===== src/rtl/mat_pkg.sv =====
// mat_pkg: shared definitions for the matrix memory reader.
//   - state_t and the ST_* state encodings (IDLE, RUN, DRAIN, DONE)
//   - MAT_M_DEF / MAT_N_DEF: default matrix shape used as parameter defaults
//   - cnt_w(): counter width for a dimension, never less than 1 bit
//   - elem_count(): number of elements in an M x N matrix
package mat_pkg;

  typedef logic [1:0] state_t;

  localparam state_t ST_IDLE  = 2'd0;
  localparam state_t ST_RUN   = 2'd1;
  localparam state_t ST_DRAIN = 2'd2;
  localparam state_t ST_DONE  = 2'd3;

  localparam int unsigned MAT_M_DEF = 8;
  localparam int unsigned MAT_N_DEF = 8;

  // $clog2(1) is 0, which would give a zero-width counter
  function automatic int unsigned cnt_w(input int unsigned n);
    return (n > 1) ? $clog2(n) : 1;
  endfunction

  function automatic int unsigned elem_count(input int unsigned m, input int unsigned n);
    return m * n;
  endfunction

endpackage


===== src/rtl/mat_addr_gen.sv =====
// mat_addr_gen: row/column counters and the incremental read address.
// Optional feature macro: MAT_READER_TRANSPOSE_EN (adds the transpose input and
// column-major stepping; without it only row-major stepping is built).
// Ports:
//   clk, rst     clock, synchronous active-high reset
//   load         restart at base (row = col = 0)
//   step         advance to the next element
//   base         address of element (0,0), taken on load
//   transpose    column-major walk when 1, taken on load (macro only)
//   addr         address of the current element
//   at_last      current element is (M-1, N-1)
module mat_addr_gen
  import mat_pkg::*;
#(
  parameter int unsigned M      = MAT_M_DEF,
  parameter int unsigned N      = MAT_N_DEF,
  parameter int unsigned ADDR_W = 8
) (
  input  logic              clk,
  input  logic              rst,
  input  logic              load,
  input  logic              step,
  input  logic [ADDR_W-1:0] base,
`ifdef MAT_READER_TRANSPOSE_EN
  input  logic              transpose,
`endif
  output logic [ADDR_W-1:0] addr,
  output logic              at_last
);

  localparam int unsigned RW = cnt_w(M);
  localparam int unsigned CW = cnt_w(N);

  logic [RW-1:0]     row_q;
  logic [CW-1:0]     col_q;
  logic [ADDR_W-1:0] addr_q;
  logic              row_end;
  logic              col_end;
  logic [RW-1:0]     rm_row;
  logic [CW-1:0]     rm_col;

  assign row_end = (row_q == RW'(M - 1));
  assign col_end = (col_q == CW'(N - 1));
  assign at_last = row_end && col_end;
  assign addr    = addr_q;

  // Row-major successor; the row counter may wrap past M-1 after the final
  // element, which is harmless because nothing steps after that.
  always_comb begin
    rm_row = row_q;
    rm_col = col_q + CW'(1);
    if (col_end) begin
      rm_row = row_q + RW'(1);
      rm_col = '0;
    end
  end

`ifdef MAT_READER_TRANSPOSE_EN
  logic              tr_q;
  // Address of the top of the current column, so the next column can start
  // at base + col + 1 without a multiplier.
  logic [ADDR_W-1:0] col_base_q;

  always_ff @(posedge clk) begin
    if (rst) begin
      tr_q       <= 1'b0;
      col_base_q <= '0;
    end else if (load) begin
      tr_q       <= transpose;
      col_base_q <= base;
    end else if (step && tr_q && row_end) begin
      col_base_q <= col_base_q + ADDR_W'(1);
    end
  end
`endif

  always_ff @(posedge clk) begin
    if (rst) begin
      row_q  <= '0;
      col_q  <= '0;
      addr_q <= '0;
    end else if (load) begin
      row_q  <= '0;
      col_q  <= '0;
      addr_q <= base;
    end else if (step) begin
`ifdef MAT_READER_TRANSPOSE_EN
      if (tr_q) begin
        if (row_end) begin
          row_q  <= '0;
          col_q  <= col_q + CW'(1);
          addr_q <= col_base_q + ADDR_W'(1);
        end else begin
          row_q  <= row_q + RW'(1);
          addr_q <= addr_q + ADDR_W'(N);
        end
      end else begin
        row_q  <= rm_row;
        col_q  <= rm_col;
        addr_q <= addr_q + ADDR_W'(1);
      end
`else
      row_q  <= rm_row;
      col_q  <= rm_col;
      addr_q <= addr_q + ADDR_W'(1);
`endif
    end
  end

endmodule


===== src/rtl/mat_mem_reader.sv =====
// mat_mem_reader: walks an M x N matrix in block RAM starting at base_addr,
// issues one read per element and streams elements out over valid/ready.
// Never writes memory. Optional feature macro: MAT_READER_TRANSPOSE_EN.
// Ports:
//   clk, rst                 clock, synchronous active-high reset
//   start, base_addr         begin a transfer from base_addr (only when idle)
//   transpose                column-major walk (macro only)
//   busy, done               transfer in progress / one-cycle completion pulse
//   mem_ram_en, mem_read_en  memory read strobe
//   mem_write_en             tied low
//   mem_addr, mem_data       memory address / registered read data
//   out_data, out_valid      element stream
//   out_ready, out_last      downstream accept / final element marker
module mat_mem_reader
  import mat_pkg::*;
#(
  parameter int unsigned DW     = 8,
  parameter int unsigned M      = MAT_M_DEF,
  parameter int unsigned N      = MAT_N_DEF,
  parameter int unsigned ADDR_W = 8
) (
  input  logic              clk,
  input  logic              rst,
  input  logic              start,
  input  logic [ADDR_W-1:0] base_addr,
`ifdef MAT_READER_TRANSPOSE_EN
  input  logic              transpose,
`endif
  output logic              busy,
  output logic              done,
  output logic              mem_ram_en,
  output logic              mem_read_en,
  output logic              mem_write_en,
  output logic [ADDR_W-1:0] mem_addr,
  input  logic [DW-1:0]     mem_data,
  output logic [DW-1:0]     out_data,
  output logic              out_valid,
  input  logic              out_ready,
  output logic              out_last
);

  state_t            state_q;
  state_t            state_d;
  logic              out_valid_q;
  logic              out_last_q;
  logic              issue;
  logic              load;
  logic              hs;
  logic              at_last;
  logic [ADDR_W-1:0] cur_addr;

  // A new read is only issued when the output register is free or being
  // drained this cycle, which is what keeps out_data stable under stall.
  assign issue = (state_q == ST_RUN) && (!out_valid_q || out_ready);
  assign load  = (state_q == ST_IDLE) && start;
  assign hs    = out_valid_q && out_ready;

  mat_addr_gen #(
    .M      (M),
    .N      (N),
    .ADDR_W (ADDR_W)
  ) u_addr_gen (
    .clk       (clk),
    .rst       (rst),
    .load      (load),
    .step      (issue),
    .base      (base_addr),
`ifdef MAT_READER_TRANSPOSE_EN
    .transpose (transpose),
`endif
    .addr      (cur_addr),
    .at_last   (at_last)
  );

  always_comb begin
    state_d = state_q;
    case (state_q)
      ST_IDLE:  if (start) state_d = ST_RUN;
      ST_RUN:   if (issue && at_last) state_d = ST_DRAIN;
      ST_DRAIN: if (hs && out_last_q) state_d = ST_DONE;
      ST_DONE:  state_d = ST_IDLE;
      default:  state_d = ST_IDLE;
    endcase
  end

  always_ff @(posedge clk) begin
    if (rst) begin
      state_q     <= ST_IDLE;
      out_valid_q <= 1'b0;
      out_last_q  <= 1'b0;
    end else begin
      state_q <= state_d;
      if (issue) begin
        out_valid_q <= 1'b1;
        out_last_q  <= at_last;
      end else if (hs) begin
        out_valid_q <= 1'b0;
        out_last_q  <= 1'b0;
      end
    end
  end

  assign busy         = (state_q == ST_RUN) || (state_q == ST_DRAIN);
  assign done         = (state_q == ST_DONE);
  assign mem_ram_en   = issue;
  assign mem_read_en  = issue;
  assign mem_write_en = 1'b0;
  assign mem_addr     = issue ? cur_addr : '0;
  assign out_data     = mem_data;
  assign out_valid    = out_valid_q;
  assign out_last     = out_last_q;

endmodule


===== config.mk =====
export PLATFORM = sky130hd
export DESIGN_NAME = mat_mem_reader
export DESIGN_NICKNAME = d
export VERILOG_FILES = /design/src/rtl/mat_pkg.sv /design/src/rtl/mat_addr_gen.sv /design/src/rtl/mat_mem_reader.sv
export SDC_FILE = /design/constraint.sdc
export NUM_CORES = 1
export LEC_CHECK = 0
export ABC_AREA = 1
export CAP_MARGIN = 0
export CORE_ASPECT_RATIO = 1.25
export CORE_MARGIN = 10
export CORE_UTILIZATION = 40
export CTS_CLUSTER_SIZE = 14
export DETAILED_ROUTE_END_ITERATION = 10
export PLACE_DENSITY = 0.77
export SLEW_MARGIN = 20
export SYNTH_ARGS = -nofsm -noshare
export SYNTH_HDL_FRONTEND = slang
export SYNTH_HIERARCHICAL = 1
export SYNTH_SLANG_ARGS = --single-unit

===== constraint.sdc =====
create_clock -name clk -period 1.3 [get_ports clk]
set_input_delay 0.325 -clock clk [delete_from_list [all_inputs] [get_ports clk]]
set_output_delay 0.325 -clock clk [all_outputs]
set_load 0.01 [all_outputs]

# == Word level (Yosys, flattened, before mapping) ==
# Cells that the tools add are included.
# totals
inputBits,20
reg_bits,18
# classes
addsub,3
reduce_logical,15
n_eq_ne,8
n_mux,11
# op_table
operator,n
$mux 8,3
$add 8x1->8 const B,1
$pmux 2 s4,1
$add 3x1->3 const B,2
$eq 3x3->1 const B,2
$logic_and 1x1->1,6
$mux 2,3
$eq 2x2->1 const B,2
$ne 2x2->1 const B,2
$reduce_bool 2->1,2
$mux 1,3
$mux 3,1
$reduce_and 3->1,1
$eq 2x1->1 const B,1
$logic_not 2->1,1
$logic_or 1x1->1,2
$ne 2x1->1 const B,1
$reduce_and 2->1,1
$reduce_or 2->1,1
$logic_not 1->1,1

# == Depth between registers and ports, before layout ==
# Gate-level depths: netlist of the first run.
# depth
depth_word,6
ltp_mapped,12
depth_no_buf,11

# == Cells and area by module ==
# The synthesis of the first run kept the hierarchy.
# by_module_without_submodules
mod,n_inst,cells_each,seq_area_each_um2,area_each_um2
mat_addr_gen,1,104,280.3,789.5
mat_mem_reader,1,73,80.1,430.4

# == Worst setup path before layout of the first run ==
# OpenSTA, ideal clock, no wires.
# synth_path
path_kind,flip-flop to flip-flop
from,reg state_q[1]
to,reg u_addr_gen.row_q[2]
stages_incl_launch_ff,9
setup_ns,0.116
setup_slack_ns,-0.284
synth_period_minus_slack_ns,1.584
arrival_time_ns,1.469
path_buffers,1
t_required_ns,1.184
cell_sequence,dfxtp_1 > inv_1 > ha_1 > inv_1 > nor2_1 > buf_4 > nand2_1 > o21ai_0 > nor2_1
# synth_between
elab_chain_cells,3
elab_cells_between_ends,6
classes_between,1 x eq/ne; 5 x reduce/logical
# synth_rtl
element,line,source
from (decl),mat_mem_reader.sv:42,state_t state_q;
from (signal assigned),mat_mem_reader.sv:92,state_q <= state_d;
$eq 2x1->1,mat_mem_reader.sv:54,assign issue = (state_q == ST_RUN) && (!out_valid_q || out_ready);
$logic_and 1x1->1,mat_mem_reader.sv:54,
named net mem_ram_en,mat_mem_reader.sv:31,"output logic mem_ram_en,"
$reduce_and 2->1 (no line),--,
to (signal assigned),mat_addr_gen.sv:103,row_q <= rm_row;
to (decl),mat_addr_gen.sv:34,logic [RW-1:0] row_q;
# The timed path passes the listed nets, and every way through them passes these cells.
# A chain may end at the register's enable or synchronous reset.

# == Final worst setup path of the first run ==
# layout_path
from,reg state_q[1]
to,out mem_addr[1]
# layout_between
elab_chain_cells,3
# layout_rtl
element,line,source
$eq 2x1->1,mat_mem_reader.sv:54,
$logic_and 1x1->1,mat_mem_reader.sv:54,
$mux 8,mat_mem_reader.sv:108,assign mem_addr = issue ? cur_addr : '0;
to (decl),mat_mem_reader.sv:34,"output logic [ADDR_W-1:0] mem_addr,"
# No other way between the ends.

==> results.toml, run 1 <==
[logic_synthesis]
syn_inst = 177
synthesis.area_um2 = 1220
yosysSeqAreaShare_pct = 29.54
syn-num-nets = 206
ys_types = 25
yosysWarnings = 6
ys_ff_latch = 18
syn_avg_cell_area_um2 = 6.892

[floorplanning]
num_rows = 22
die_h_um = 81.75
die_area_um2 = 5673
num_io_pins = 43
fp.dieW_um = 69.40
start_util_pct = 41.42
core-area_um2 = 2945

[route]
drt_iter0_markers = 40
drtAntennaViolNets = 0
drc = 0
vias_per_cell = 4.612
dr_total_vias = 1199
first_pass_iters = 4
wl_per_cell_um = 11.13
routed_wl_mm = 2.893

[worst_setup_path]
crit_path_end = "mem_addr[1]"
cp-start-kind = "flip-flop"
crit_fanout = 8
reg2reg_to = "u_addr_gen/addr[0]$_SDFFE_PP0P_"
r2r_cells = 11
cp_data_required_time_ps = 980
r2r-start = "state_q[1]$_SDFFE_PP0P_"
critPathKind = "reg -> out"
reg2reg_setup_slack_ps = -170
worstSetupEndpointType = "output port"
cp-startpoint = "state_q[1]$_SDFFE_PP0P_"
arrival_ps = 1330

[finish]
fin_area_um2 = 1837
fillers = 251
fin_util_pct = 62.36
drive_gt1_share_pct = 45.09
final_cell_mix = "28 x nand2_1, 23 x inv_1, 22 x buf_4, 13 x dfxtp_1"
n_antenna_cell = 0
layout.nets = 254
final_common_cell = "nand2_1"
stdcell_count = 260
areaGrowthSynthToFinish_pct = 50.56

[timing]
period_needed_ps = 1659
fin_crit_sh_pct = 127.6
finClkSkew_ps = 9.433
max_freq_mhz = 602.9
finalHoldViolCount = 0
setup_slack_ps = -358.6
slew_violations = 0
fin_setup_tns_ps = -5361
finalSetupViolCount = 28
grt_setup_unrepaired = "true"

[clock_tree]
cts_tree = "yes"
clkTransAtPathRegs_ps = 110
clk_path_buf_depth = 2
clk_latency_ps = 310
cts_buffers = 3
root_buffer = "clkbuf_4"
cts.sinks = 18
htree_levels = 1

[grt]
grt_pass1_wl_mm = 4.981
overflow = 0
grt_pass1_vias = 1187
grt_use_total_pct = 10.29
grt_max_degree = 12
antenna_found_initial = 0

[run_status]
failed_checks = "setup timing"
status = "complete, but fails checks"

[placed_design]
dpl.cell_count = 253
io_buffers = 25
gp_congestion = 0.7850
preCtsSetupSlack_ps = -797.2
placed_area_um2 = 1679
dp_hpwl_mm = 2.252

[power_and_ir_drop]
irDropWorstVdd_uv = 1120
power_density_nw_per_um2 = 1819
p_leak_nw = 0.8311

[flow_run]
max_cap_violations = 0

[hold_path]
hold_path_class = "in -> reg"
final cells by class:
type	instances	area, µm²	area share [%]
timing repair buffer	55	471.7	25.68
inverter	33	141.4	7.698
sequential	18	366.6	19.96
clock buffer	4	36.28	1.975
multi-input combinational	114	775.7	42.23
tap	36	45.04	2.452
through the flow:
| stage | hold slack, ps | total power [mW] |
|---|---|---|
| floorplan | 387.4 | 1.878 |
| global placement | 453.0 | 2.523 |
| detailed placement | 458.5 | 2.547 |
| CTS | 482.3 | 3.203 |
| global route | 499.1 | 3.603 |
| finish | 467.5 | 3.342 |
synthesized netlist by cell type (all sizes together):
library cell / n / area (µm²)
o211ai: 2 / 15.01
xor2: 2 / 17.52
nand3: 11 / 60.06
a22oi: 4 / 30.03
o21ai: 5 / 25.02
conb: 1 / 3.750
clkinv: 1 / 8.760
inv: 32 / 120.1
a211oi: 1 / 12.51
nor2: 28 / 122.6
buf: 12 / 93.84
a21oi: 14 / 73.82
nand2: 33 / 133.9
dfxtp: 18 / 360.4
ha: 9 / 112.6
o21bai: 4 / 30.03
power by group:
part,leakage [nW],total (mW),internal [mW],switching [mW]
registers,0.149,0.754,0.681,0.0732
clock network,0.0210,0.365,0.171,0.194
logic,0.661,2.22,1.11,1.12
total,0.831,3.34,1.96,1.38
logic make-up (layout without fill, tap and decap cells):
logic type	Yosys count	in the layout	synth area share, %
XOR/XNOR	2	2	1.436
flip-flops	18	18	29.54
adder cells (fa/ha/maj)	9	9	9.231
buffers and inverters	45	92	18.26
AO/OA/AOI/OAI	30	30	15.28
other	1	1	0.3074
AND/OR/NAND/NOR	72	72	25.95
critical path: stages (launching register included):
cell,delay [ps]
dfxtp_2,340
inv_2,70
ha_4,120
inv_2,40
nor2_4,150
inv_6,80
nor2_2,80
buf_2,130
state kept, by name, indices dropped and copies added, names as in the netlist:
register,cells
out_last,1
u_addr_gen/col_q,3
u_addr_gen/addr,8
u_addr_gen/row_q,3
out_valid,1
state_q,2
how the worst min path moves through the flow:
stage                                           from                                to  slack [ps]  cells after the start
finish                                     out_ready             out_last$_SDFFE_PP0P_         470                      5
global route        u_addr_gen/row_q[1]$_SDFFE_PP0P_  u_addr_gen/row_q[1]$_SDFFE_PP0P_         500                      2
CTS                 u_addr_gen/col_q[2]$_SDFFE_PP0P_  u_addr_gen/col_q[2]$_SDFFE_PP0P_         480                      2
detailed placement  u_addr_gen/col_q[2]$_SDFFE_PP0P_  u_addr_gen/col_q[2]$_SDFFE_PP0P_         460                      2
global placement    u_addr_gen/col_q[2]$_SDFFE_PP0P_  u_addr_gen/col_q[2]$_SDFFE_PP0P_         450                      2
floorplan                                        rst   u_addr_gen/addr[7]$_SDFFE_PP0P_         390                      1
metal layers:
| metal | track usage [%] | up-vias | wire length (µm) |
|---|---|---|---|
| met1 | 11.39 | 529 | 1191 |
| met4 | 5.242 | 0 | 71 |
| met3 | 3.016 | 7 | 168 |
| met2 | 17.77 | 26 | 1461 |
| li1 | - | 637 | - |
| met5 | 0 | - | 0 |
what timing repair did:
action,CTS,global route
pin swaps,16,9
gates cloned,0,0
hold buffers,0,0
endpoints found under the hold margin,0,0
gates resized for setup,82,20
buffers inserted,2,2
endpoints found under the setup margin,30,30
No activity file was read; power rests on OpenSTA's default activity.
==> run 2, diff against run 1 <==
--- a/config.mk
+++ b/config.mk
@@ -12,6 +12,7 @@
 export CORE_UTILIZATION = 40
 export CTS_CLUSTER_SIZE = 14
 export DETAILED_ROUTE_END_ITERATION = 10
+export GPL_TIMING_DRIVEN = 0
 export PLACE_DENSITY = 0.77
 export SLEW_MARGIN = 20
 export SYNTH_ARGS = -nofsm -noshare
==> run 2 against run 1 <==
Compared with the run above: the run still ends with setup timing left; design area rose by 6.6%; worst setup slack improved by 22 ps; wire length rose by 12%; fmax rose by 1.3%; largest cell class unchanged; critical endpoint is now u_addr_gen/addr[3]$_SDFFE_PP0P_; cell count rose by 3.1%; clock power fell by 5%.
==> results.toml, run 2 (synthesis results as in run 1) <==
[run_status]
status = "complete, but fails checks"
failed_checks = "setup timing"

[clock_tree]
cts.sinks = 18
root_buffer = "clkbuf_4"
htree_levels = 1
cts_tree = "yes"
clk_path_buf_depth = 2
clkTransAtPathRegs_ps = 100
cts_buffers = 3
clk_latency_ps = 290

[floorplanning]
die_area_um2 = 5673
num_io_pins = 43
core-area_um2 = 2945
num_rows = 22
start_util_pct = 41.42
fp.dieW_um = 69.40
die_h_um = 81.75

[power_and_ir_drop]
power_density_nw_per_um2 = 1753
irDropWorstVdd_uv = 1038
p_leak_nw = 0.8740

[worst_setup_path]
worstSetupEndpointType = "flip-flop"
reg2reg_to = "u_addr_gen/addr[3]$_SDFFE_PP0P_"
cp-startpoint = "state_q[1]$_SDFFE_PP0P_"
crit_fanout = 7
arrival_ps = 1870
crit_path_end = "u_addr_gen/addr[3]$_SDFFE_PP0P_"
r2r-start = "state_q[1]$_SDFFE_PP0P_"
reg2reg_setup_slack_ps = -340
cp_slowest_stage_delay_ps = 340
path_cells = "inv_2 > ha_4 > inv_4 > nor2_4 > buf_6 > buf_4 > buf_12 > buf_4 > inv_4 > o21bai_1 > nand2_1 > a21oi_2"
cp-start-kind = "flip-flop"
crit_slowest_cell = "dfxtp_2"
critPathKind = "reg -> reg"
cp_data_required_time_ps = 1530
r2r_cells = 12

[timing]
timing.hold.ws_ps = 480.6
setup_slack_ps = -336.5
finalSetupViolCount = 26
fin_crit_sh_pct = 125.9
slew_violations = 0
finClkSkew_ps = 1.710
max_freq_mhz = 611.0
period_needed_ps = 1637
grt_setup_unrepaired = "true"
finalHoldViolCount = 0

[grt]
grt_max_degree = 11
overflow = 0
grt_pass1_wl_mm = 5.278
grt_pass1_vias = 1224
grt_use_total_pct = 10.81
antenna_found_initial = 0

[route]
dr_total_vias = 1276
first_pass_iters = 5
wl_per_cell_um = 12.10
drtAntennaViolNets = 0
drt_iter0_markers = 56
routed_wl_mm = 3.244
vias_per_cell = 4.761
drc = 0

[placed_design]
dpl.cell_count = 246
dp_hpwl_mm = 2.241
gp_congestion = 0.7814
io_buffers = 33

[finish]
fillers = 259
largest_reg_flops = 8
final_cell_mix = "27 x nand2_1, 23 x inv_1, 23 x buf_4, 18 x clkdlybuf4s50_1, 13 x nor2_2"
areaGrowthSynthToFinish_pct = 60.51
stdcell_count = 268
layout.nets = 262
multi_input_area_um2 = 818.3
drive_gt1_share_pct = 45.69
n_antenna_cell = 0
regArea_um2 = 372.9
final_common_cell = "nand2_1"

[flow_run]
max_cap_violations = 0

[hold_path]
hold_path_class = "reg -> reg"
## run 2: cell count changes in the layout (fill, tap and decap cells not counted), moves of 2 or more
| cell | delta |
|---|---|
| clkdlybuf4s50_1 | +8 |
| dfxtp_4 | +2 |
| ha_1 | -2 |
| ha_4 | +2 |
| inv_6 | -2 |
## run 2: worst max-delay path, delay by kind of cell (launching register included)
kind            cells  cell delay, ps
compound gates      2             300
flops               1             340
fa+ha+maj           1             130
simple gates        2             180
buf+inv             7             630
## run 2: what timing repair did
| action | CTS | global route |
|---|---|---|
| endpoints found under the hold margin | 0 | 0 |
| hold buffers | 0 | 0 |
| buffers inserted | 12 | 8 |
| endpoints found under the setup margin | 30 | 31 |
| pin swaps | 24 | 13 |
| resized for setup | 87 | 21 |
| gates cloned | 0 | 0 |
## run 2: area by class of cell
type	count	share of cell area, %
clock buffers	4	1.853
repair buffers	51	22.36
plain buffers	12	5.431
multi-input cells	114	41.79
flip-flops and latches	18	19.04
well taps	36	2.300
inverters	33	7.220
## run 2: worst min-delay path by stage
stage | start | to | slack [ps] | cells after the start
2_1_floorplan | rst | u_addr_gen/addr[7]$_SDFFE_PP0P_ | 390 | 1
6_report | u_addr_gen/row_q[1]$_SDFFE_PP0P_ | u_addr_gen/row_q[1]$_SDFFE_PP0P_ | 480 | 2
3_5_place_dp | u_addr_gen/row_q[1]$_SDFFE_PP0P_ | u_addr_gen/row_q[1]$_SDFFE_PP0P_ | 460 | 2
4_1_cts | u_addr_gen/row_q[1]$_SDFFE_PP0P_ | u_addr_gen/row_q[1]$_SDFFE_PP0P_ | 480 | 2
3_3_place_gp | u_addr_gen/col_q[2]$_SDFFE_PP0P_ | u_addr_gen/col_q[2]$_SDFFE_PP0P_ | 450 | 2
5_1_grt | u_addr_gen/row_q[1]$_SDFFE_PP0P_ | u_addr_gen/row_q[1]$_SDFFE_PP0P_ | 500 | 2
## run 2: where the power goes
part	total [mW]	leakage, nW	switching [mW]	internal [mW]
Sequential	0.846	0.150	0.155	0.691
Clock	0.346	0.0210	0.175	0.171
Combinational	2.24	0.703	1.10	1.14
## run 2: routing by layer
layer	vias to the layer above	track usage, %	part of all wire (%)
met3	8	4.825	9.2
met4	0	3.629	1.2
met2	44	19.32	50
met5	-	0	0
li1	655	-	-
met1	569	11.14	39
## run 2: per-stage QoR
stage / setup slack (ps) / area [µm²] / TNS (ps) / util (%) / power (mW)
detailed placement: -913.0 / 1654 / -15930 / 56.16 / 2.337
finish: -336.5 / 1958 / -6752 / 66.48 / 3.432
global placement: -893.1 / 1654 / -15210 / 56.16 / 2.316
floorplan: 9.210 / 1279 / 0 / - / 1.878
global route: -464.4 / 1958 / -9546 / 66.48 / 3.728
CTS: -381.3 / 1843 / -7538 / 62.57 / 3.163
==> run 3, diff against run 2 <==
--- a/config.mk
+++ b/config.mk
@@ -13,9 +13,8 @@
 export CTS_CLUSTER_SIZE = 14
 export DETAILED_ROUTE_END_ITERATION = 10
 export GPL_TIMING_DRIVEN = 0
-export PLACE_DENSITY = 0.77
+export PLACE_DENSITY = 0.78
 export SLEW_MARGIN = 20
 export SYNTH_ARGS = -nofsm -noshare
 export SYNTH_HDL_FRONTEND = slang
-export SYNTH_HIERARCHICAL = 1
 export SYNTH_SLANG_ARGS = --single-unit
==> constraint.sdc (replaced) <==
create_clock -name clk -period 1.3 [get_ports clk]
set_input_delay 0.325 -clock clk [delete_from_list [all_inputs] [get_ports clk]]
set_output_delay 0.325 -clock clk [all_outputs]
set_load 0.1 [all_outputs]
==> run 3 against run 2 <==
Compared with the run above: the run still ends with setup timing left; power up 17%; combinational power rose by 24%; area after synthesis shrank 3.9%; clock skew up 5.4 ps; largest cell class unchanged.
==> results.toml, run 3 <==
[run_status]
status = "complete, but fails checks"
failed_checks = "setup timing"

[worst_setup_path]
crit_slowest_cell = "dfxtp_2"
cp-start-kind = "flip-flop"
crit_fanout = 5
cp_data_required_time_ps = 980
critPathKind = "reg -> out"
cp_slowest_stage_delay_ps = 340
path_cells = "inv_2 > ha_4 > nand2_8 > buf_12 > inv_8 > buf_6 > buf_12"
cp_top_family = "buffers and inverters"
crit_top_cell = "buf_12"
arrival_ps = 1400
path_buf_inv = 5
worstSetupEndpointType = "output port"
reg2reg_setup_slack_ps = -160

[logic_synthesis]
yosysSeqAreaShare_pct = 30.74
ys_types = 26
postSynth.asyncResetShare_pct = 0
synth-edff-count = 0
synthesis.area_um2 = 1172
ys_ff_latch = 18
synth-main-ff-cell = "dfxtp_1"
syn_inst = 177
syn_avg_cell_area_um2 = 6.624
syn-num-nets = 206
yosysTopAreaCell = "dfxtp_1"
yosys-top-cells-area = "dfxtp_1 31%, nand2_1 10%, nor2_1 10%, ha_1 9.6%, inv_1 7.7%"
yosys-top-cells-count = "32 x nand2_1, 32 x nor2_1, 24 x inv_1"
yosysWarnings = 0
synth_top_area_share_pct = 30.74

[timing]
slew_violations = 0
setup_slack_ps = -423.1
period_needed_ps = 1723
fin_setup_tns_ps = -5226
worst_pin_slew_ps = 551.3
relSlewSlack_pct = 63.42
max_freq_mhz = 580.3
finalSetupViolCount = 22
fin_crit_sh_pct = 132.5
grt_setup_unrepaired = "true"
finClkSkew_ps = 7.116
finalHoldViolCount = 0
timing.hold.ws_ps = 416.8

[finish]
areaGrowthSynthToFinish_pct = 74.49
final_common_cell = "nand2_1"
layout.nets = 254
n_antenna_cell = 0
stdcell_count = 258
drive_gt1_share_pct = 41.07
largest_reg_flops = 8
final_cell_mix = "28 x nand2_1, 22 x nor2_1, 19 x inv_1, 17 x buf_4, 13 x buf_12"
fillers = 202

[placed_design]
dp_hpwl_mm = 2.404
dpl.cell_count = 243
gp_congestion = 0.7692
io_buffers = 32

[grt]
grt_pass1_wl_mm = 5.395
use_met3_pct = 3.194
grt_use_met1_pct = 12.76
grtUsageMet2_pct = 22.64
grt_pass1_vias = 1230
grt_max_degree = 11
grt_use_total_pct = 12.39
antenna_found_initial = 0
grt-busiest-layer = "met2"
overflow = 0

[clock_tree]
clk_latency_ps = 300
cts_tree = "yes"
cts_buffers = 3
htree_levels = 1
cts.sinks = 18
clkTransAtPathRegs_ps = 110
clk_path_buf_depth = 2
root_buffer = "clkbuf_4"

[floorplanning]
die_h_um = 80.53
core-area_um2 = 2759
fp.dieW_um = 68.42
num_io_pins = 43
start_util_pct = 42.49
die_area_um2 = 5510
num_rows = 21

[route]
drt_iter0_markers = 49
wl_per_cell_um = 13.17
first_pass_iters = 4
routed_wl_mm = 3.397
vias_per_cell = 4.872
dr_total_vias = 1257
drc = 0
drtAntennaViolNets = 0

[hold_path]
hold_path_class = "in -> reg"

[flow_run]
max_cap_violations = 0

[power_and_ir_drop]
finalPower_mw = 4.003
p_leak_nw = 0.8551
irDropWorstVdd_uv = 1694
power_density_nw_per_um2 = 1957
==> run 3: cell types whose count changed in the layout (fill, tap and decap cells not counted), sizes merged, moves of 4 or more <==
cell,delta
a21oi,-4
inv,-6
clkdlybuf4s15,+8
buf,-5
nor2,+6
o21ai,+8
clkdlybuf4s50,-9
a22oi,-4
o21bai,-4
==> run 3: cells by family after synthesis <==
family,after synthesis,share of synthesized area (%)
adder cells (fa/ha/maj),9,9.605
AND/OR/NAND/NOR,81,28.92
AO/OA/AOI/OAI,27,12.81
buffers and inverters,39,16.12
XOR/XNOR,2,1.494
flip-flops,18,30.74
other,1,0.3199
==> run 3: per-layer routing <==
metal,vias to the layer above,share of wire [%]
li1,640,-
met1,575,38
met2,36,54
met3,6,6.3
met4,0,1.8
met5,-,0
==> run 3: layout make-up <==
cell class	count	area (µm²)	area share, %
plain buffers	13	113.9	5.566
clock buffers	4	36.28	1.774
inverters	26	107.6	5.260
multi-input cells	120	804.5	39.33
flip-flops and latches	18	375.4	18.35
well taps	34	42.54	2.080
repair buffers	43	565.5	27.65
==> run 3: worst reg2reg max path, cell delays in order (launching register included) <==
cell and delay [ps]:
dfxtp_2 340, inv_2 70, ha_4 160, nand2_8 90, buf_4 180, o21ai_4 180
buf_4 130, nand3b_1 80, nand2_1 90, nor2_1 50
==> run 3: what timing repair did <==
action | CTS | global route
hold buffers | 0 | 0
setup buffers | 9 | 5
cloned | 1 | 0
pin swaps | 8 | 12
resized for setup | 166 | 23
setup endpoints to repair | 38 | 30
==> run 3: path summary, 6_finish.rpt <==
path                            cells after the start                          endpoint                             start
worst max-delay path                                7                       mem_read_en           state_q[1]$_SDFFE_PP0P_
worst min-delay path                                2   u_addr_gen.addr[7]$_SDFFE_PP0P_                               rst
worst max register to register                      9           state_q[1]$_SDFFE_PP0P_           state_q[1]$_SDFFE_PP0P_
worst min register to register                      2  u_addr_gen.row_q[1]$_SDFFE_PP0P_  u_addr_gen.row_q[1]$_SDFFE_PP0P_
==> run 3: where the power goes <==
group          internal, mW  total, mW  leakage, nW  switching [mW]
sequential            0.707      0.874        0.151           0.167
clock                 0.171      0.358       0.0210           0.187
combinational          1.10       2.77        0.683            1.68
total                  1.97       4.00        0.855            2.03
==> run 3: metrics by stage <==
step,setup WS (ps),cell area [µm²],util [%]
floorplan,-316.4,1286,-
global placement,-1460,1649,59.77
detailed placement,-1457,1649,59.77
CTS,-418.3,1966,71.25
global route,-465.1,2046,74.15
finish,-423.1,2046,74.15
==> edit 1: new RTL, settings of run 1 <==
Change the parameter `DW` from 8 to 6.
--- a/src/rtl/mat_mem_reader.sv
+++ b/src/rtl/mat_mem_reader.sv
@@ -14,7 +14,7 @@
 module mat_mem_reader
   import mat_pkg::*;
 #(
-  parameter int unsigned DW     = 8,
+  parameter int unsigned DW     = 6,
   parameter int unsigned M      = MAT_M_DEF,
   parameter int unsigned N      = MAT_N_DEF,
   parameter int unsigned ADDR_W = 8
Interface: changed (resized mem_data and out_data); port bits go from 43 to 39. No check against the original RTL was run, so the function may have changed too.
==> edit 1 against run 1 <==
The flow still finishes with violations (setup timing). Power grew 0.89%. Worst setup slack worse by 4.9 ps. Count of clock-buffer cells in the layout is the same. Combinational power is 2% higher. Sequential cell count stayed put. Via count increased by 3.9%. Global-route usage barely moved. Maximum frequency fell by 0.29%. Cell area increased by 1.6%. Area after synthesis decreased by 1.2%. Wire length grew 3.4%.
==> edit 1: results (changes against run 1) <==
| Metric | Value |
|---|---|
| Setup-failing EPs final | 28 (unchanged) |
| Share of cells above drive strength 1 | 46.0% (+0.93 points) |
| Latest clock arrival within the worst-skew pair | 290 ps (-20 ps) |
| ANT cells | 0 (unchanged) |
| Final #Nets | 254 (unchanged) |
| Worst vdd ir | 1.29 mV (+15%) |
| Initial antenna violation count | 0 (unchanged) |
| Dpl hpwl | 2240 um (-0.49%) |
| Detailed-route via count | 1246 (+3.9%) |
| Synthesized Nets | 202 (-1.9%) |
| Largest net degree at the start of global routing | 11 (-1) |
| Iter 0 DRT Violations | 36 (-10%) |
| Fill count | 260 (+3.6%) |
| Detailed Route WL | 2990 um (+3.4%) |
| Post-synthesis cell type count | 25 (unchanged) |
| Status | finished with violations |
| Seq/Total Area, Yosys | 29.9% (+0.37 points) |
| Global-route wire length before repair | 4970 um (-0.26%) |
| Skew final | 3.06 ps (-6.37 ps) |
| Psw | 1360 uW (-1.8%) |
| P_leak | 0.000847 uW (+1.9%) |
| Placement Setup Slack | -798 ps (-1.17 ps) |
| H-Tree Depth | 1 (unchanged) |
| PnR worst setup slack | -363 ps (-4.89 ps) |
| Total Routing Usage GR | 10.3% (+0.023 points) |
| Synth area leaders | dfxtp_1 (30%), nand2_1 (9.7%), ha_1 (9.3%), inv_1 (8.7%), nor2_1 (7.2%) |
| Violated checks | setup timing |
| Gpl congestion | 0.804 (+2.4%) |
| Clock Tree Buf Depth | 2 (unchanged) |
[edit 1: cell count changes after synthesis, sizes merged]
cell  change
buf       -2
[edit 1: power by group through the flow]
stage / clock network [uW] / logic, uW / registers (uW)
2_1_floorplan: 0 / 1060 / 809
3_3_place_gp: 0 / 1790 / 756
3_5_place_dp: 0 / 1820 / 758
4_1_cts: 376 / 2170 / 760
5_1_grt: 388 / 2480 / 773
6_report: 354 / 2260 / 760
[edit 1: logic make-up (layout without fill, tap and decap cells)]
logic type,count (synthesis),after routing,share of synthesized area [%]
xor gates and xnor gates,2,2,1.45
other,1,1,0.311
adders and majority gates,9,9,9.35
and+or+nand+nor,72,72,26.3
AOI/OAI and AO/OA,30,30,15.5
buffers and inverters,43,94,17.2
DFF,18,18,29.9
[edit 1: cell type report]
| type | instances | area, um2 | share of cell area [%] |
|---|---|---|---|
| clock buffers | 4 | 36.3 | 1.95 |
| inverters | 33 | 139 | 7.44 |
| multi-input cells | 114 | 774 | 41.5 |
| flip-flops and latches | 18 | 370 | 19.9 |
| well taps | 36 | 45.0 | 2.41 |
| repair buffers | 57 | 500 | 26.8 |
[edit 1: repair_timing]
| action | 4_1_cts | 5_1_grt |
|---|---|---|
| gates cloned | 1 | 0 |
| setup buffers | 2 | 2 |
| setup endpoints to repair | 30 | 29 |
| pin swaps | 7 | 11 |
| hold buffers | 0 | 0 |
| resized for setup | 83 | 16 |
[edit 1: worst min-delay path, cell delays in order (launching register included)]
cell and delay [ps]:
dfxtp_1 330, nand2_1 80, a21oi_2 50
[edit 1: metrics by stage]
step                power (uW)  setup TNS, ps  utilization, %  cell area (um2)  instances
finish                    3370          -6310            63.9             1870        262
CTS                       3310          -5400            61.4             1790        260
detailed placement        2580         -14440            57.8             1690        254
global route              3640          -8770            63.9             1870        262
global placement          2540         -13690            57.8             1690        254
floorplan                 1870              0               -             1260        175
[edit 1: worst paths after layout]
check | end | start | depth (start not counted) | slack [ps]
hold reg to reg | u_addr_gen/row_q[1] | u_addr_gen/row_q[1] | 2 | 500
setup reg to reg | u_addr_gen/addr[0] | state_q[1] | 12 | -270
hold / removal | u_addr_gen/row_q[1] | u_addr_gen/row_q[1] | 2 | 500
setup / recovery | mem_addr[2] | state_q[1] | 7 | -360
[edit 1: routing by layer]
| layer | track usage, % | routed length [um] | vias to the layer above |
|---|---|---|---|
| li1 | - | - | 643 |
| met1 | 9.87 | 1200 | 573 |
| met2 | 20.1 | 1590 | 26 |
| met3 | 2.80 | 170 | 4 |
| met4 | 4.84 | 27 | 0 |
| met5 | 0 | 0 | - |
==> edit 2: new RTL, flow settings as in run 1 <==
Without the edit above. The option `MAT_READER_TRANSPOSE_EN` is turned on by a define.
--- a/src/rtl/mat_addr_gen.sv
+++ b/src/rtl/mat_addr_gen.sv
@@ -9,6 +9,8 @@
 //   transpose    column-major walk when 1, taken on load (macro only)
 //   addr         address of the current element
 //   at_last      current element is (M-1, N-1)
+`define MAT_READER_TRANSPOSE_EN
+
 module mat_addr_gen
   import mat_pkg::*;
 #(
Interface: changed (added transpose); port bits go from 43 to 44. No check against the original RTL was run, so the function may have changed too.
==> edit 2 against run 1 <==
The run still ends with setup timing left. Cell count increased by 64%. Power increased by 99%. Area after synthesis increased by 54%. Count of clock-buffer cells in the layout decreased by 1. Cell area increased by 78%. Worst setup slack got worse by 41 ps. Via count increased by 98%. Sequential cell count increased by 9. Wire length increased to 2.5 times the old value. Highest routed layer unchanged.
==> edit 2: results (changes against run 1) <==
| Metric | Value |
|---|---|
| Status | finished with violations |
| Violated checks | setup timing |
| Iter 0 DRT Violations | 256 (+540%) |
| Worst setup path startpoint | state_q[0] |
| R2r endpoint | u_addr_gen/col_base_q[5] |
| Fill count | 309 (+23%) |
| Area after DPL | 2480 um2 (+47%) |
| Synthesized Nets | 319 (+55%) |
| Largest net degree at the start of global routing | 16 (+4) |
| Synth top cells by count | nand2_1 (51), inv_1 (43), nor2_1 (40) |
| Share of cells above drive strength 1 | 50.1% (+5.0 points) |
| Crit path max-delay cell type | dfxtp_4 |
| Port Buffers | 26 (+4.0%) |
| Gpl congestion | 0.857 (+9.1%) |
| Dpl hpwl | 4000 um (+78%) |
| PnR worst setup slack | -400 ps (-41.5 ps) |
| Worst vdd ir | 1.46 mV (+30%) |
| Total Routing Usage GR | 16.1% (+5.8 points) |
| Top FF cell, synth | dfxtp_1 |
| Min-Delay Path Depth | 2 (-3) |
| Final #Nets | 402 (+58%) |
| Skew final | 10.6 ps (+1.20 ps) |
| Detailed-route via count | 2376 (+98%) |
| Global-route wire length before repair | 10200 um (+100%) |
| Worst R2R Setup Slack | -400 ps (-230 ps) |
| Critical path endpoint category | flip-flop |
| Initial antenna violation count | 0 (unchanged) |
| Yosys warns | 6 (unchanged) |
| Setup TNS | -9770 ps (-4410 ps) |
| P_leak | 0.00146 uW (+75%) |
| Seq/Total Area, Yosys | 28.8% (-0.70 points) |
| Switching part of the total power | 44.4% (+3.0 points) |
| Synth area leaders | dfxtp_1 (29%), nand2_1 (10%), inv_1 (8.6%), nor2_1 (8.0%), ha_1 (7.3%) |
| Root Buffer | clkbuf_8 |
| Hold/Removal Path Class | reg2reg |
| Worst path arrival time | 1900 ps (+570 ps) |
| Setup-failing EPs final | 37 (+32%) |
| Latest clock arrival within the worst-skew pair | 280 ps (-30 ps) |
| Post-synthesis cell type count | 30 (+20%) |
| First-pass DRT Iterations | 5 (+1) |
| Compound-cell area share of the yosys netlist | 20.2% (+4.9 points) |
| WL/cell | 17.3 um (+55%) |
| Vias in the first global route | 2274 (+92%) |
| Clock transition at the registers of the reported paths | 110 ps (about the same) |
| Synth Area in Adders | 7.34% (-1.9 points) |
| Crit path largest cell delay | 370 ps (+30 ps) |
-- edit 2: how the worst min path moves through the flow --
| stage | from | endpoint | slack (ps) |
|---|---|---|---|
| after floorplan | rst | out_last | 390 |
| after global placement | u_addr_gen/row_q[1] | u_addr_gen/row_q[1] | 490 |
| after detailed placement | u_addr_gen/row_q[1] | u_addr_gen/row_q[1] | 490 |
| after CTS | u_addr_gen/row_q[1] | u_addr_gen/row_q[1] | 530 |
| after global routing | u_addr_gen/row_q[1] | u_addr_gen/row_q[1] | 550 |
| final | out_last | out_last | 540 |
-- edit 2: metal layers --
| layer | global-route usage (%) | up-vias | wire, um |
|---|---|---|---|
| li1 | - | 1088 | - |
| met1 | 15.8 | 1108 | 2570 |
| met2 | 31.0 | 133 | 3760 |
| met3 | 3.60 | 47 | 571 |
| met4 | 7.66 | 0 | 469 |
| met5 | 0 | - | 0 |
-- edit 2: power by group through the flow --
stage / Combinational (uW) / Sequential [uW] / Clock, uW
4_1_cts: 3900 / 1260 / 511
3_5_place_dp: 2760 / 1260 / 0
5_1_grt: 5140 / 1330 / 550
2_1_floorplan: 1630 / 1290 / 0
3_3_place_gp: 2700 / 1250 / 0
6_report: 4840 / 1300 / 514
-- edit 2: kinds of logic after synthesis --
family | after synthesis
adder cells (fa/ha/maj) | 11
AO/OA/AOI/OAI | 62
AND/OR/NAND/NOR | 123
other | 1
buffers and inverters | 61
XOR/XNOR | 2
flip-flops | 27
-- edit 2: timing repair --
action                                 in CTS  in global routing
setup endpoints to repair                  39                 37
cloned                                      2                  0
setup buffers                              12                 18
resized for setup                         155                 58
pin swaps                                  26                 30
hold buffers                                0                  0
endpoints found under the hold margin       0                  0
-- edit 2: cell type report --
class | instances | area [um2] | share of cell area (%)
inverter | 47 | 224 | 6.86
tap | 58 | 72.6 | 2.22
multi-input combinational | 199 | 1470 | 45.2
clock inverter | 1 | 5.00 | 0.153
sequential | 27 | 554 | 17.0
clock buffer | 3 | 41.3 | 1.26
timing repair buffer | 92 | 893 | 27.4
-- edit 2: critical path: cells and delay by family, from the launching register on --
| kind | cells | cell delay, ps |
|---|---|---|
| AO/OA/AOI/OAI | 3 | 280 |
| adder cells (fa/ha/maj) | 1 | 150 |
| buffers and inverters | 7 | 740 |
| flip-flops | 1 | 370 |
| AND/OR/NAND/NOR | 1 | 70 |
-- edit 2: metrics by stage --
step / std cells / setup slack, ps / power [uW] / util [%]
final: 427 / -400 / 6660 / 73.2
after global routing: 427 / -438 / 7020 / 73.2
after CTS: 414 / -334 / 5680 / 65.7
after detailed placement: 396 / -791 / 4020 / 55.5
after global placement: 396 / -762 / 3950 / 55.5
after floorplan: 287 / -54.8 / 2920 / -
